--- src/rtl/dmem_port_arbiter.sv ---
// rtl/dmem_port_arbiter.sv - two-port round-robin data-memory arbiter with burst limit
// Registered issue stage; read responses routed back to the issuing port in order.
module dmem_port_arbiter #(
  parameter int ADDR_W    = 32,
  parameter int DATA_W    = 32,
  parameter int MAX_BURST = 4,
  parameter int MEM_LAT   = 1
) (
  input  logic                clk,
  input  logic                rst,
  input  logic                m0_valid,
  output logic                m0_ready,
  input  logic                m0_we,
  input  logic [ADDR_W-1:0]   m0_addr,
  input  logic [DATA_W-1:0]   m0_wdata,
  input  logic [DATA_W/8-1:0] m0_be,
  output logic                m0_rvalid,
  output logic [DATA_W-1:0]   m0_rdata,
  input  logic                m1_valid,
  output logic                m1_ready,
  input  logic                m1_we,
  input  logic [ADDR_W-1:0]   m1_addr,
  input  logic [DATA_W-1:0]   m1_wdata,
  input  logic [DATA_W/8-1:0] m1_be,
  output logic                m1_rvalid,
  output logic [DATA_W-1:0]   m1_rdata,
  output logic                mem_req,
  output logic                mem_we,
  output logic [ADDR_W-1:0]   mem_addr,
  output logic [DATA_W-1:0]   mem_wdata,
  output logic [DATA_W/8-1:0] mem_be,
  input  logic [DATA_W-1:0]   mem_rdata
);

  localparam int BE_W  = DATA_W / 8;
  localparam int CNT_W = $clog2(MAX_BURST + 1);
  localparam logic [CNT_W-1:0] MAX_CNT = CNT_W'(MAX_BURST);

  logic             owner;
  logic [CNT_W-1:0] burst_cnt;
  logic             grant0, grant1, grant_any, grant_id;
  logic             sel_we;
  logic [ADDR_W-1:0] sel_addr;
  logic [DATA_W-1:0] sel_wdata;
  logic [BE_W-1:0]   sel_be;
  logic             issue_id;
  logic [MEM_LAT-1:0] pipe_v, pipe_id;

  // On a tie the owner keeps the port until its burst budget is spent.
  always_comb begin
    grant0 = 1'b0;
    grant1 = 1'b0;
    if (!rst) begin
      if (m0_valid && m1_valid) begin
        if ((burst_cnt < MAX_CNT) ? (owner == 1'b0) : (owner == 1'b1))
          grant0 = 1'b1;
        else
          grant1 = 1'b1;
      end else begin
        grant0 = m0_valid;
        grant1 = m1_valid;
      end
    end
  end

  assign grant_any = grant0 | grant1;
  assign grant_id  = grant1;
  assign m0_ready  = grant0;
  assign m1_ready  = grant1;

  always_comb begin
    sel_we    = grant_id ? m1_we    : m0_we;
    sel_addr  = grant_id ? m1_addr  : m0_addr;
    sel_wdata = grant_id ? m1_wdata : m0_wdata;
    sel_be    = grant_id ? m1_be    : m0_be;
  end

  always_ff @(posedge clk) begin
    if (rst) begin
      owner     <= 1'b0;
      burst_cnt <= '0;
    end else if (grant_any) begin
      if (grant_id == owner) begin
        if (burst_cnt != MAX_CNT)
          burst_cnt <= burst_cnt + CNT_W'(1);
      end else begin
        owner     <= grant_id;
        burst_cnt <= CNT_W'(1);
      end
    end
  end

  // Issue stage: address/data hold when idle so the RAM sees quiet inputs.
  always_ff @(posedge clk) begin
    if (rst) begin
      mem_req   <= 1'b0;
      mem_we    <= 1'b0;
      mem_addr  <= '0;
      mem_wdata <= '0;
      mem_be    <= '0;
      issue_id  <= 1'b0;
    end else begin
      mem_req <= grant_any;
      mem_we  <= grant_any & sel_we;
      if (grant_any) begin
        mem_addr  <= sel_addr;
        mem_wdata <= sel_we ? sel_wdata : '0;
        mem_be    <= sel_we ? sel_be : {BE_W{1'b1}};
        issue_id  <= grant_id;
      end
    end
  end

  // Response pipe tracks issued reads; its tail lines up with mem_rdata.
  always_ff @(posedge clk) begin
    if (rst) begin
      pipe_v  <= '0;
      pipe_id <= '0;
    end else begin
      pipe_v  <= (pipe_v << 1) | MEM_LAT'(mem_req & ~mem_we);
      pipe_id <= (pipe_id << 1) | MEM_LAT'(issue_id);
    end
  end

  assign m0_rvalid = pipe_v[MEM_LAT-1] & ~pipe_id[MEM_LAT-1];
  assign m1_rvalid = pipe_v[MEM_LAT-1] &  pipe_id[MEM_LAT-1];
  assign m0_rdata  = mem_rdata;
  assign m1_rdata  = mem_rdata;

endmodule

--- config.mk ---
export PLATFORM = sky130hd
export DESIGN_NAME = dmem_port_arbiter
export DESIGN_NICKNAME = d
export VERILOG_FILES = /design/src/rtl/dmem_port_arbiter.sv
export SDC_FILE = /design/constraint.sdc
export NUM_CORES = 1
export LEC_CHECK = 0
export CORE_AREA = 3 3 119 121
export CTS_CLUSTER_SIZE = 12
export DETAILED_ROUTE_END_ITERATION = 12
export DIE_AREA = 0 0 122 124
export DONT_BUFFER_PORTS = 1
export GPL_TIMING_DRIVEN = 0
export PLACE_DENSITY = 0.46
export SLEW_MARGIN = 20
export SYNTH_ARGS = -nofsm -noshare
export SYNTH_HDL_FRONTEND = slang
export SYNTH_SLANG_ARGS = --single-unit
--- constraint.sdc ---
create_clock -name clk -period 1.7 [get_ports clk]
set_clock_uncertainty 0.05 [all_clocks]
set_input_delay 0.34 -clock clk [delete_from_list [all_inputs] [get_ports clk]]
set_output_delay 0.34 -clock clk [all_outputs]
set_load 0.02 [all_outputs]
; ---- Yosys cells after proc, flatten, opt, wreduce, memory -nomap -nowiden
; Cells that the tools add are included.
[word_totals]
input_bits = 174
output_inout_bits = 138
regBits = 77
[op_classes]
addsub = 1
n_bitwise = 9
magnitude_cmp = 1
eq_ne = 3
n_reduce_logical = 3
n_mux = 15
[op_table]
columns = op, n
row1 = 2-to-1 mux 32 bit, 3
row2 = 2-to-1 mux 1 bit, 8
row3 = 2-to-1 mux 4 bit, 2
row4 = 2-to-1 mux 3 bit, 2
row5 = bitwise AND 1 bit, 4
row6 = inverter 1 bit, 4
row7 = AND reduction 2 bit, 2
row8 = "adder 3 x 1 -> 3 bit, second input constant", 1
row9 = "less-than comparator 3 bit, second input constant", 1
row10 = "!= test 3 bit, second input constant", 1
row11 = "!= test 2 x 1 -> 1 bit, second input constant", 1
row12 = equality test 1 bit, 1
row13 = logical AND 1 bit, 1
row14 = OR 1 bit, 1

; ---- Logic depth before layout (Yosys ltp)
[logic_depth]
word_depth = 8
mapped_depth = 8
ltp_nobuf = 5

; ---- Least setup slack after synthesis
; No wires, ideal clock.
[synth_timing]
kind = input to output
from = input rst
to = output m0_ready
arrival_ps = 1282
cell_stages = 3
path_slack_ps = 28
path_buffers = 2
cell_sequence = clkbuf_1 -> clkbuf_1 -> a211oi_1
[synth_via]
elab_chain_len = 1
[synth_lines]
columns = item, line_no
row1 = start: declaration, 10  ; input logic rst,
row2 = 2-to-1 mux 1 bit, 53  ; if (!rst) begin
row3 = end: declaration, 12  ; output logic m0_ready,
; Every way passes these cells.

; ---- Final worst setup path
[layout_timing]
from = register owner
to = output m1_ready
[layout_via]
elab_chain_len = 5
[layout_lines]
columns = item, line_no
row1 = start: declaration, 39  ; logic owner;
row2 = start signal: assignment, 87  ; owner <= grant_id;
row3 = inverter 1 bit, 55  ; if ((burst_cnt < MAX_CNT) ? (owner == 1'b0) : (owner == 1'b1))
row4 = 2-to-1 mux 1 bit (*) (2 in a row), 55
row5 = 2-to-1 mux 1 bit (*), 54  ; if (m0_valid && m1_valid) begin
row6 = 2-to-1 mux 1 bit (*), 53
row7 = end: declaration, 20  ; output logic m1_ready,
; Every way passes the cells marked *; elsewhere a longest branch is shown, timed or not.

==> reports/metrics.csv <==
stage,metric,value,unit
layout,syn2layout_area_growth,21.5,%
routing,drtIter0Drc,108,
floorplanning,rows,42,
floorplanning,die_area,0.0151,sq mm
placement,post-place-ws,-0.341,ns
job,drv_cap,0,
timing,period_share,104,%
logic_synthesis,syn_area,0.00365,sq mm
routing,vias,3183,
setup_path,end_kind,primary output,
floorplanning,core-area,0.0132,sq mm
logic_synthesis,syn_nets,626,
layout,drive_above_1_share,28.4,%
floorplanning,die_w,122,um
global_route,grt_max_degree,12,
logic_synthesis,synthFlopType,dfxtp_1,
floorplanning,dieHeight,124,um
layout,final_util,33.6,%
timing,max_slew_margin,61.9,%
logic_synthesis,synth.area.top_cells,"dfxtp_1, buf_4, nand2_1",
timing,maxSlewViolCount,0,
timing,hold_violations,0,
routing,viasPerCell,4.89,
setup_path,cp-start-kind,flop,
routing,dr.pass1.iters,6,
clock_tree,h-tree-depth,3,
setup_path,cp_max_fo,5,
outcome,violations,setup timing,
logic_synthesis,synth_edf_count,0,
clock_tree,path_clk_slew,0.06,ns
setup_path,required,1.31,ns
logic_synthesis,avgSynthCellArea,8.11,sq um
global_route,grt_first_pass_wirelength,16.2,mm
logic_synthesis,ys_ff_latch,77,
global_route,gr-usage-all-layers,14.2,%
logic_synthesis,ys_seq_area_share,42.2,%
clock_tree,cts_tree,done,
layout,final_common_cell,nand2_1,
routing,postRouteAntennaNets,0,
floorplanning,io-pin-count,312,
timing,worst_pin_slew,0.568,ns
outcome,outcome,finished with violations,
layout,antenna_cells,0,
placement,gp_congestion,0.780,
logic_synthesis,synth.distinct_cells,43,
pwr,p_per_area,1080,mW/mm^2
routing,drc,0,
global_route,grt_antenna_before_repair,0,
timing,worst_slack,-0.0647,ns
timing,rsz0062_at_grt,yes,
layout,nets,647,
routing,wl_per_cell,18.0,um
logic_synthesis,yosysTopAreaCell,dfxtp_1,
setup_path,cp.arrival,1.37,ns
global_route,grt-ovfl-total,0,
clock_tree,clk_latency,0.34,ns
placement,hpwl,9.06,mm
layout,layout_common_cells,"nand2_1, buf_4, dfxtp_1",
routing,drt_wl_total,11.7,mm
timing,fin_crit,1.76,ns
clock_tree,clock_sinks,77,
pwr,peakVddDrop,0.400,mV
timing,finalSetupViolCount,5,
clock_tree,cts_root_buffer,clkbuf_16,
placement,io_buffers,0,
setup_path,path_class,reg2out,
clock_tree,clockBufferDepth,2,
worst_hold_path,hold_class,in2reg,
logic_synthesis,async_flop_share,0,%
logic_synthesis,yosysWarnings,0,
logic_synthesis,synth_cells,450,
timing,fmax,567,MHz
pwr,p_leak,0.00184,uW
logic_synthesis,netlist.area_leader.share,42.2,%
global_route,grt_pass1_vias,2927,
clock_tree,numCtsBuffers,9,
floorplanning,start_util,27.7,%
==> registers in the layout, summed over array words and instances, names as in the netlist <==
signal	flops
mem_addr	32
mem_wdata	32
mem_be	4
burst_cnt	3
issue_id	1
mem_req	1
mem_we	1
owner	1
pipe_id	1
pipe_v	1
==> logic make-up (layout without fill, tap and decap cells) <==
logic type      after synthesis  in the layout  synth area share (%)
buf+inv                     102            127                  18.4
xor+xnor                      2              2                 0.480
simple gates                178            178                  21.7
fa+ha+maj                     2              2                 0.686
flops                        77             77                  42.2
mux                           1              1                 0.274
compound gates               88             88                  16.2
==> what timing repair did <==
action	in CTS	in global routing
setup buffers	7	4
cloned	1	0
endpoints found under the setup margin	44	71
hold buffers	0	0
pin swaps	2	6
resized for setup	20	32
==> layout make-up <==
cell class / count / area, sq um
multi-input cells: 271 / 1540
inverters: 8 / 31.3
well taps: 176 / 220
clock buffers: 14 / 274
flip-flops and latches: 77 / 1550
clock inverters: 1 / 5.00
plain buffers: 92 / 692
repair buffers: 12 / 123
fillers: 1398 / 8760
==> metrics by stage <==
| stage | std cells | hold WS (ns) | setup TNS (ns) | instance area (sq um) | power [uW] |
|---|---|---|---|---|---|
| after detailed placement | 626 | 0.413 | -19.78 | 3870 | 2930 |
| after CTS | 648 | 0.0571 | -0.293 | 4310 | 4810 |
| final | 651 | 0.0756 | -0.0817 | 4430 | 4770 |
| after floorplan | 450 | 0.398 | 0 | 3650 | 2780 |
| after global routing | 651 | 0.0719 | -0.930 | 4430 | 5000 |
| after global placement | 626 | 0.414 | -16.07 | 3870 | 2920 |
==> worst max-delay path: stages (launching register included) <==
cell and delay [ns]:
dfxtp_4 0.37, xor2_4 0.20, o21ai_2 0.16, clkinv_2 0.14, buf_12 0.17
==> per-layer routing <==
metal  global-route usage [%]  up-vias  wire [um]
met4                     5.60        0        221
met5                        0        -          0
met2                     23.8      169       5910
met3                     6.04       16       1310
met1                     16.0     1486       4280
li1                         -     1512          -
==> where the power goes <==
| part | internal, uW | total (uW) | switching, uW |
|---|---|---|---|
| clock | 1100 | 1800 | 705 |
| sequential | 1960 | 2240 | 284 |
| combinational | 319 | 721 | 402 |
==> path summary, 6_finish.rpt <==
kind	startpoint	cells past startpoint	endpoint	slack, ns
worst max-delay path	owner$_SDFFE_PP0P_	4	m1_ready	-0.06
worst min-delay path	m1_addr[24]	2	mem_addr[24]$_SDFFE_PP0P_	0.08
worst max register to register	owner$_SDFFE_PP0P_	7	mem_be[3]$_SDFFE_PP0P_	-0.01
worst min register to register	issue_id$_SDFFE_PP0P_	1	pipe_id$_SDFF_PP0_	0.42
==> synthesized netlist by cell type (2+ instances only) <==
cell type,instances
inv_1,6
o21ai_0,3
ha_1,2
dfxtp_1,77
nor2b_1,3
nor2_1,5
buf_2,13
buf_6,2
clkbuf_2,2
o211ai_1,2
nand3_1,65
o21ai_1,30
nor3b_1,2
a21oi_1,2
nand2_1,96
a22oi_1,32
buf_1,2
buf_4,68
clkbuf_1,7
a211oi_1,5
o22ai_1,4
Power figures use the tool's default switching activity.
